`config.mk`:
```
export PLATFORM = sky130hd
export DESIGN_NAME = pipe_hazard_ctrl_flat
export DESIGN_NICKNAME = d
export VERILOG_FILES = /design/src/rtl/pipe_hazard_ctrl_pkg.sv /design/src/rtl/pipe_hazard_ctrl_if.sv /design/src/rtl/pipe_hazard_ctrl_fwd_unit.sv /design/src/rtl/pipe_hazard_ctrl.sv /design/src/flat_wrapper.sv
export SDC_FILE = /design/constraint.sdc
export NUM_CORES = 1
export LEC_CHECK = 0
export BUFFER_PORTS_ARGS = -buffer_cell sky130_fd_sc_hd__clkbuf_2
export CAP_MARGIN = 15
export CORE_ASPECT_RATIO = 1.4
export CORE_MARGIN = 2
export CORE_UTILIZATION = 48
export CTS_CLUSTER_DIAMETER = 30
export CTS_CLUSTER_SIZE = 12
export DETAILED_ROUTE_END_ITERATION = 7
export GPL_TIMING_DRIVEN = 0
export PLACE_DENSITY = 0.78
export SETUP_SLACK_MARGIN = 0.02
export SYNTH_ARGS = -nofsm -noshare
export SYNTH_HDL_FRONTEND = slang
export SYNTH_SLANG_ARGS = --single-unit
```
`constraint.sdc`:
```
create_clock -name clock -period 2.1 [get_ports clock]
set_input_delay 0.105 -clock clock [delete_from_list [all_inputs] [get_ports clock]]
set_output_delay 0.105 -clock clock [all_outputs]
set_load 0.005 [all_outputs]
```
`src/rtl/pipe_hazard_ctrl_pkg.sv`:
```
// Shared definitions for the 5-stage pipeline hazard controller:
// FSM states, forwarding selects, register-zero and control-word presets.
package pipe_hazard_ctrl_pkg;

    localparam int unsigned REG_W = 5;
    localparam int unsigned FWD_W = 2;

    localparam logic [REG_W-1:0] REG_ZERO  = '0;
    localparam logic [FWD_W-1:0] FWD_REG   = 2'b00;
    localparam logic [FWD_W-1:0] FWD_EXMEM = 2'b10;
    localparam logic [FWD_W-1:0] FWD_MEMWB = 2'b01;

    typedef enum logic [1:0] {
        RUN      = 2'd0,
        MEM_WAIT = 2'd1,
        HALT     = 2'd2
    } state_t;

    typedef struct packed {
        logic pc_en;
        logic ifid_en;
        logic idex_en;
        logic exmem_en;
        logic ifid_flush;
        logic idex_flush;
        logic memwb_bubble;
    } ctrl_t;

    localparam ctrl_t CTRL_IDLE     = ctrl_t'(7'b0000_000);
    localparam ctrl_t CTRL_GO       = ctrl_t'(7'b1111_000);
    localparam ctrl_t CTRL_FREEZE   = ctrl_t'(7'b0000_001);
    localparam ctrl_t CTRL_BRANCH   = ctrl_t'(7'b1111_110);
    localparam ctrl_t CTRL_LOAD_USE = ctrl_t'(7'b0011_010);

    // Youngest writer wins: EX/MEM is checked before MEM/WB.
    function automatic logic [FWD_W-1:0] fwd_sel(
        input logic [REG_W-1:0] src,
        input logic [REG_W-1:0] exmem_dest,
        input logic             exmem_regwrite,
        input logic [REG_W-1:0] memwb_dest,
        input logic             memwb_regwrite
    );
        if (exmem_regwrite && (exmem_dest != REG_ZERO) && (exmem_dest == src)) begin
            return FWD_EXMEM;
        end
        if (memwb_regwrite && (memwb_dest != REG_ZERO) && (memwb_dest == src)) begin
            return FWD_MEMWB;
        end
        return FWD_REG;
    endfunction

endpackage

```
`src/rtl/pipe_hazard_ctrl_if.sv`:
```
// Pipeline-side bundle of the hazard controller: hazard sources in, register
// controls, forwarding selects and status out.
interface pipe_hazard_ctrl_if #(
    parameter int unsigned CNT_W = 16
);
    import pipe_hazard_ctrl_pkg::*;

    logic [REG_W-1:0] id_rs;
    logic [REG_W-1:0] id_rt;
    logic [REG_W-1:0] ex_rs;
    logic [REG_W-1:0] ex_rt;
    logic             ex_memread;
    logic [REG_W-1:0] ex_rt_dest;
    logic             branch_taken;
    logic [REG_W-1:0] exmem_dest;
    logic             exmem_regwrite;
    logic [REG_W-1:0] memwb_dest;
    logic             memwb_regwrite;
    logic             mem_req;
    logic             mem_ready;

    logic             pc_en;
    logic             ifid_en;
    logic             idex_en;
    logic             exmem_en;
    logic             ifid_flush;
    logic             idex_flush;
    logic             memwb_bubble;
    logic [FWD_W-1:0] fwd_a;
    logic [FWD_W-1:0] fwd_b;
    logic [CNT_W-1:0] stall_count;
    logic             mem_err;

    modport master (
        output id_rs, id_rt, ex_rs, ex_rt, ex_memread, ex_rt_dest, branch_taken,
               exmem_dest, exmem_regwrite, memwb_dest, memwb_regwrite,
               mem_req, mem_ready,
        input  pc_en, ifid_en, idex_en, exmem_en, ifid_flush, idex_flush,
               memwb_bubble, fwd_a, fwd_b, stall_count, mem_err
    );

    modport slave (
        input  id_rs, id_rt, ex_rs, ex_rt, ex_memread, ex_rt_dest, branch_taken,
               exmem_dest, exmem_regwrite, memwb_dest, memwb_regwrite,
               mem_req, mem_ready,
        output pc_en, ifid_en, idex_en, exmem_en, ifid_flush, idex_flush,
               memwb_bubble, fwd_a, fwd_b, stall_count, mem_err
    );

endinterface

```
`src/rtl/pipe_hazard_ctrl_fwd_unit.sv`:
```
// EX-stage operand forwarding selects; purely combinational.
module pipe_hazard_ctrl_fwd_unit
    import pipe_hazard_ctrl_pkg::*;
(
    input  logic [REG_W-1:0] ex_rs,
    input  logic [REG_W-1:0] ex_rt,
    input  logic [REG_W-1:0] exmem_dest,
    input  logic             exmem_regwrite,
    input  logic [REG_W-1:0] memwb_dest,
    input  logic             memwb_regwrite,
    output logic [FWD_W-1:0] fwd_a,
    output logic [FWD_W-1:0] fwd_b
);

    always_comb begin
        fwd_a = fwd_sel(ex_rs, exmem_dest, exmem_regwrite, memwb_dest, memwb_regwrite);
        fwd_b = fwd_sel(ex_rt, exmem_dest, exmem_regwrite, memwb_dest, memwb_regwrite);
    end

endmodule

```
`src/rtl/pipe_hazard_ctrl.sv`:
```
// Pipeline sequencing controller: load-use, branch-flush and data-memory stall
// handling with a saturating stall counter and sticky memory-timeout error.
module pipe_hazard_ctrl
    import pipe_hazard_ctrl_pkg::*;
#(
    parameter int unsigned TIMEOUT = 64,
    parameter int unsigned CNT_W   = 16
) (
    input logic               clock,
    input logic               reset_n,
    pipe_hazard_ctrl_if.slave bus
);

    localparam int unsigned WAIT_W = $clog2(TIMEOUT + 1);

    state_t            state;
    state_t            state_nxt;
    logic [WAIT_W-1:0] wait_cnt;
    logic [WAIT_W-1:0] wait_nxt;
    logic [WAIT_W-1:0] wait_inc;
    logic [CNT_W-1:0]  stall_cnt;
    logic              mem_err_q;
    logic              err_nxt;
    logic              load_use;
    ctrl_t             ctrl;
    logic [FWD_W-1:0]  fwd_a_raw;
    logic [FWD_W-1:0]  fwd_b_raw;

    pipe_hazard_ctrl_fwd_unit u_fwd (
        .ex_rs          (bus.ex_rs),
        .ex_rt          (bus.ex_rt),
        .exmem_dest     (bus.exmem_dest),
        .exmem_regwrite (bus.exmem_regwrite),
        .memwb_dest     (bus.memwb_dest),
        .memwb_regwrite (bus.memwb_regwrite),
        .fwd_a          (fwd_a_raw),
        .fwd_b          (fwd_b_raw)
    );

    assign load_use = bus.ex_memread && (bus.ex_rt_dest != REG_ZERO) &&
                      ((bus.ex_rt_dest == bus.id_rs) || (bus.ex_rt_dest == bus.id_rt));

    // Mealy control word and next-state; everything reads as idle while in reset.
    always_comb begin
        ctrl      = CTRL_IDLE;
        state_nxt = state;
        wait_nxt  = wait_cnt;
        err_nxt   = mem_err_q;
        wait_inc  = wait_cnt + WAIT_W'(1);
        if (reset_n) begin
            unique case (state)
                RUN: begin
                    if (bus.mem_req && !bus.mem_ready) begin
                        ctrl     = CTRL_FREEZE;
                        wait_nxt = WAIT_W'(1);
                        if (WAIT_W'(1) >= WAIT_W'(TIMEOUT)) begin
                            state_nxt = HALT;
                            err_nxt   = 1'b1;
                        end else begin
                            state_nxt = MEM_WAIT;
                        end
                    end else if (bus.branch_taken) begin
                        ctrl = CTRL_BRANCH;
                    end else if (load_use) begin
                        ctrl = CTRL_LOAD_USE;
                    end else begin
                        ctrl = CTRL_GO;
                    end
                end
                MEM_WAIT: begin
                    if (bus.mem_ready) begin
                        ctrl      = CTRL_GO;
                        state_nxt = RUN;
                        wait_nxt  = '0;
                    end else begin
                        ctrl     = CTRL_FREEZE;
                        wait_nxt = wait_inc;
                        if (wait_inc >= WAIT_W'(TIMEOUT)) begin
                            state_nxt = HALT;
                            err_nxt   = 1'b1;
                        end
                    end
                end
                HALT: begin
                    ctrl = CTRL_FREEZE;
                end
                default: begin
                    state_nxt = RUN;
                end
            endcase
        end
    end

    always_ff @(posedge clock) begin
        if (!reset_n) begin
            state     <= RUN;
            wait_cnt  <= '0;
            stall_cnt <= '0;
            mem_err_q <= 1'b0;
        end else begin
            state     <= state_nxt;
            wait_cnt  <= wait_nxt;
            mem_err_q <= err_nxt;
            if (!ctrl.pc_en && (stall_cnt != {CNT_W{1'b1}})) begin
                stall_cnt <= stall_cnt + CNT_W'(1);
            end
        end
    end

    assign bus.pc_en        = ctrl.pc_en;
    assign bus.ifid_en      = ctrl.ifid_en;
    assign bus.idex_en      = ctrl.idex_en;
    assign bus.exmem_en     = ctrl.exmem_en;
    assign bus.ifid_flush   = ctrl.ifid_flush;
    assign bus.idex_flush   = ctrl.idex_flush;
    assign bus.memwb_bubble = ctrl.memwb_bubble;
    assign bus.fwd_a        = reset_n ? fwd_a_raw : FWD_REG;
    assign bus.fwd_b        = reset_n ? fwd_b_raw : FWD_REG;
    assign bus.stall_count  = stall_cnt;
    assign bus.mem_err      = mem_err_q;

endmodule

```
`src/flat_wrapper.sv`:
```
// flat-port wrapper written by rule: the top's interface ports become plain ports
module pipe_hazard_ctrl_flat import pipe_hazard_ctrl_pkg::*;
#(
    parameter int unsigned TIMEOUT = 64,
    parameter int unsigned CNT_W   = 16
)
  (clock, reset_n, bus_id_rs, bus_id_rt, bus_ex_rs, bus_ex_rt, bus_ex_memread, bus_ex_rt_dest, bus_branch_taken, bus_exmem_dest, bus_exmem_regwrite, bus_memwb_dest, bus_memwb_regwrite, bus_mem_req, bus_mem_ready, bus_pc_en, bus_ifid_en, bus_idex_en, bus_exmem_en, bus_ifid_flush, bus_idex_flush, bus_memwb_bubble, bus_fwd_a, bus_fwd_b, bus_stall_count, bus_mem_err);
  pipe_hazard_ctrl_if #(.CNT_W(CNT_W)) bus_i ();
  input logic clock;
  input logic reset_n;
  input wire logic [$bits(bus_i.id_rs)-1:0] bus_id_rs;
  input wire logic [$bits(bus_i.id_rt)-1:0] bus_id_rt;
  input wire logic [$bits(bus_i.ex_rs)-1:0] bus_ex_rs;
  input wire logic [$bits(bus_i.ex_rt)-1:0] bus_ex_rt;
  input wire logic [$bits(bus_i.ex_memread)-1:0] bus_ex_memread;
  input wire logic [$bits(bus_i.ex_rt_dest)-1:0] bus_ex_rt_dest;
  input wire logic [$bits(bus_i.branch_taken)-1:0] bus_branch_taken;
  input wire logic [$bits(bus_i.exmem_dest)-1:0] bus_exmem_dest;
  input wire logic [$bits(bus_i.exmem_regwrite)-1:0] bus_exmem_regwrite;
  input wire logic [$bits(bus_i.memwb_dest)-1:0] bus_memwb_dest;
  input wire logic [$bits(bus_i.memwb_regwrite)-1:0] bus_memwb_regwrite;
  input wire logic [$bits(bus_i.mem_req)-1:0] bus_mem_req;
  input wire logic [$bits(bus_i.mem_ready)-1:0] bus_mem_ready;
  output wire logic [$bits(bus_i.pc_en)-1:0] bus_pc_en;
  output wire logic [$bits(bus_i.ifid_en)-1:0] bus_ifid_en;
  output wire logic [$bits(bus_i.idex_en)-1:0] bus_idex_en;
  output wire logic [$bits(bus_i.exmem_en)-1:0] bus_exmem_en;
  output wire logic [$bits(bus_i.ifid_flush)-1:0] bus_ifid_flush;
  output wire logic [$bits(bus_i.idex_flush)-1:0] bus_idex_flush;
  output wire logic [$bits(bus_i.memwb_bubble)-1:0] bus_memwb_bubble;
  output wire logic [$bits(bus_i.fwd_a)-1:0] bus_fwd_a;
  output wire logic [$bits(bus_i.fwd_b)-1:0] bus_fwd_b;
  output wire logic [$bits(bus_i.stall_count)-1:0] bus_stall_count;
  output wire logic [$bits(bus_i.mem_err)-1:0] bus_mem_err;
  assign bus_i.id_rs = bus_id_rs;
  assign bus_i.id_rt = bus_id_rt;
  assign bus_i.ex_rs = bus_ex_rs;
  assign bus_i.ex_rt = bus_ex_rt;
  assign bus_i.ex_memread = bus_ex_memread;
  assign bus_i.ex_rt_dest = bus_ex_rt_dest;
  assign bus_i.branch_taken = bus_branch_taken;
  assign bus_i.exmem_dest = bus_exmem_dest;
  assign bus_i.exmem_regwrite = bus_exmem_regwrite;
  assign bus_i.memwb_dest = bus_memwb_dest;
  assign bus_i.memwb_regwrite = bus_memwb_regwrite;
  assign bus_i.mem_req = bus_mem_req;
  assign bus_i.mem_ready = bus_mem_ready;
  assign bus_pc_en = bus_i.pc_en;
  assign bus_ifid_en = bus_i.ifid_en;
  assign bus_idex_en = bus_i.idex_en;
  assign bus_exmem_en = bus_i.exmem_en;
  assign bus_ifid_flush = bus_i.ifid_flush;
  assign bus_idex_flush = bus_i.idex_flush;
  assign bus_memwb_bubble = bus_i.memwb_bubble;
  assign bus_fwd_a = bus_i.fwd_a;
  assign bus_fwd_b = bus_i.fwd_b;
  assign bus_stall_count = bus_i.stall_count;
  assign bus_mem_err = bus_i.mem_err;
  pipe_hazard_ctrl #(.TIMEOUT(TIMEOUT), .CNT_W(CNT_W)) u_core (.clock(clock), .reset_n(reset_n), .bus(bus_i));
endmodule
```
==> flow_summary.yaml <==
run_status:
  outcome: "completed"
setup_path:
  cp_slowest_stage_delay_ps: 410
  worstSetupEndpointType: "flop"
  timing.setup.critical_path_class: "reg -> reg"
  timing.reg2reg.worst_path_depth: 7
  startpoint: "u_core.bus.stall_count[6]"
  arrival_ps: 2080
  r2r-end: "u_core.bus.stall_count[1]"
  critical_path.cell_chain: "nand4_4 -> nor4_4 -> nor2_1 -> a31oi_4 -> buf_6 -> mux2i_1 -> nor2_1"
  critical_path.startpoint_type: "flop"
  timing.critical_path.fanout_max: 10
  crit_slowest_cell: "dfxtp_1"
  cp_common_cell: "nor2_1"
  timing.critical_path.required_ps: 2250
  setup_slack_of_the_most_critical_reg_to_reg_path_ps: 180
  r2r_start: "u_core.bus.stall_count[6]"
routing:
  first_iter_violations: 27
  final_routed_wirelength_across_all_metal_layers_um: 4260
  ant_nets: 0
  post-route-drc-count: 0
  drt-vias-per-instance: 5.51
  vias: 1803
  drt-wirelength-per-cell_um: 13.0
  detailedRoute.firstPassIterationCount: 4
timing:
  timing.final.crit_share: 0.916
  finClkSkew_ps: 3.55
  slew_viol_final: 0
  fin_setup_tns_ps: 0
  unrepaired_setup_endpoints_after_global_routing: "false"
  post-route-worst-setup-slack_ps: 175
  fin_hold_ws_ps: 87.9
  final-setup-viol-count: 0
  worst_slew_pin_slew_ps: 522
  report.final.hold_viol_count: 0
  min_period_ps: 1920
  maxClockFrequency_mhz: 520
  rel_slew_slack: 0.649
yosys:
  synth_nets: 257
  syn-cell-area_um2: 1730
  synth_top_area_frac: 0.301
  ys_top_cells_by_count: "dfxtp_1 (26), xor2_1 (20), a21oi_1 (18), nor2_1 (16), xnor2_1 (16)"
  synth.lib_cells_used.distinct: 41
  synth.mux.area_fraction: 0.0174
  synth_compound_area_frac: 0.155
  yosys_warnings: 0
  area_share_of_and_or_nand_nor_cells_after_synthesis: 0.289
  post-synth-top-count-cell: "dfxtp_1"
  ys.flop_type: "dfxtp_1"
  leading_area_contributor_after_synthesis: "dfxtp_1"
  xor_and_xnor_area_share_after_synthesis: 0.182
  count_of_flip_flops_with_a_built_in_enable_after_synthesis: 0
  post_synth_main_area_contributors: "dfxtp_1 (30%), xor2_1 (10%), xnor2_1 (8.1%), a21oi_1 (5.2%), or3_1 (4.3%)"
  post_synth.cell_area_avg_um2: 8.16
  sequential_share_of_the_synthesized_area: 0.301
  ys_seq_elements: 26
  synthCells: 212
  postSynth.asyncResetShare: 0
  post_synth_fa_ha_maj_area_fraction: 0.0145
  synth_top_family_by_area: "simple AND/OR/NAND/NOR gates"
cells_and_area:
  diode_insertion_count_for_antenna_repair: 0
  utilization: 0.651
  post-route-cell-area_um2: 2220
  final_layout_size_suffix_gt1_frac: 0.331
  post_layout_nonfiller_instances: 327
  areaGrowthSynthToFinish_pct: 28.3
  num-nets-final: 333
pwr:
  power.density_nw_per_um2: 479
  design_power_total_mw: 1.06
  worst_supply_voltage_drop_on_vdd_v: 0.000320
  swShare: 0.265
  p_seq_frac: 0.487
  pwr-share-comb: 0.208
  internal-power_mw: 0.781
  p_switching_mw: 0.282
  power.share.clock: 0.305
  leakagePower_nw: 0.937
cts:
  clkTransAtPathRegs_ps: 90
  ctsHtreeMaxLevel: 1
  clock-sinks: 26
  tritoncts_clock_tree: "done"
  cts.path.max_buffers: 2
  numCtsBuffers: 3
  ctsHoldBuffers: 0
  clock_insertion_delay_worst_skew_ps: 270
  root_buffer_master: "clkbuf_8"
hold_path:
  hold_path.class: "in -> reg"
  hold_path_depth: 2
  min_from: "bus_mem_ready"
  timing.hold.worst_endpoint: "u_core.state[0]"
place:
  placedCellCount: 322
  place_area_um2: 2130
  dpl_worst_slack_ps: 11.1
  hpwlAfterDp_um: 3520
  gp_routability_congestion: 0.833
  placement.io_buffers: 70
die:
  core_area_um2: 3410
  floorplan.io_pins: 71
  die_ar_um2: 4110
  die_height_um: 75.0
  die_width_um: 54.7
  starting_density_of_the_core: 0.508
  core.rowCount: 25
grt:
  grt_usage: 0.221
  grt_overflow: 0
  grt_pass1_vias: 1632
  grt_start_max_net_pins: 15
  antenna_found_initial: 0
  first_pass_grt_wire_length_um: 6850
job:
  maxCapViolCount: 0
==> state kept, by name, indices dropped and copies added, names as in the netlist <==
signal / count
u_core.state: 2
u_core.bus.stall_count: 16
u_core.bus.mem_err: 1
u_core.wait_cnt: 7
==> worst max-delay path by stage <==
stage,slack (ps),cells past startpoint,end
finish,180,7,u_core.bus.stall_count[1]
global route,30,7,u_core.bus.stall_count[1]
CTS,30,7,u_core.bus.stall_count[1]
detailed placement,10,7,u_core.bus.stall_count[1]
global placement,60,7,u_core.bus.stall_count[1]
floorplan,280,8,u_core.bus.stall_count[1]
==> placed cells by master (no fill, tap or decap), drive strengths merged, types with 2 or more instances in the layout <==
cell type,count
a21oi,19
o22ai,2
nor4,6
or4,5
dfxtp,26
clkbuf,77
and3,3
mux2i,3
nor2b,2
ha,2
or3,12
inv,5
nor3,3
nand2b,4
buf,6
xnor2,16
nor2,16
o21ai,15
nand4,7
nand2,13
nand3,10
and2,4
xor2,20
==> power groups by stage <==
stage / sequential [mW] / combinational, mW / clock, mW
floorplan: 0.526 / 0.119 / 0
global route: 0.519 / 0.247 / 0.346
global placement: 0.527 / 0.215 / 0
CTS: 0.516 / 0.221 / 0.330
detailed placement: 0.527 / 0.220 / 0
finish: 0.517 / 0.221 / 0.324
==> what timing repair did <==
action                     4_1_cts  5_1_grt
setup endpoints to repair        2       16
gates resized for setup          1        8
buffers inserted                 0        1
pin swaps                        0        3
==> cells by family (layout without fill, tap and decap cells) <==
kind of cell | count (synthesis) | after routing
and+or+nand+nor | 88 | 88
AOI/OAI and AO/OA | 44 | 44
xor gates and xnor gates | 36 | 36
DFF | 26 | 26
buffers and inverters | 13 | 88
muxes | 3 | 3
adders and majority gates | 2 | 2
==> critical path, delay by kind of cell (launching register included) <==
kind | cells | cell delay [ps]
flip-flops | 1 | 410
AND/OR/NAND/NOR | 4 | 760
multiplexers | 1 | 190
buffers and inverters | 1 | 190
AO/OA/AOI/OAI | 1 | 270
==> layer usage <==
| layer | track usage | vias up | share of wire |
|---|---|---|---|
| met1 | 0.249 | 807 | 0.39 |
| li1 | - | 911 | - |
| met2 | 0.397 | 74 | 0.51 |
| met4 | 0.0861 | 0 | 0.024 |
| met3 | 0.0377 | 11 | 0.080 |
| met5 | 0 | - | 0 |
==> cell type report <==
type,count,area (um^2)
Buffer,8,52.6
Clock buffer,4,55.1
Fill cell,322,1190
Inverter,5,18.8
Multi-Input combinational cell,173,1160
Sequential cell,26,527
Tap cell,40,50.0
Timing Repair Buffer,71,358
Power figures use the tool's default switching activity.
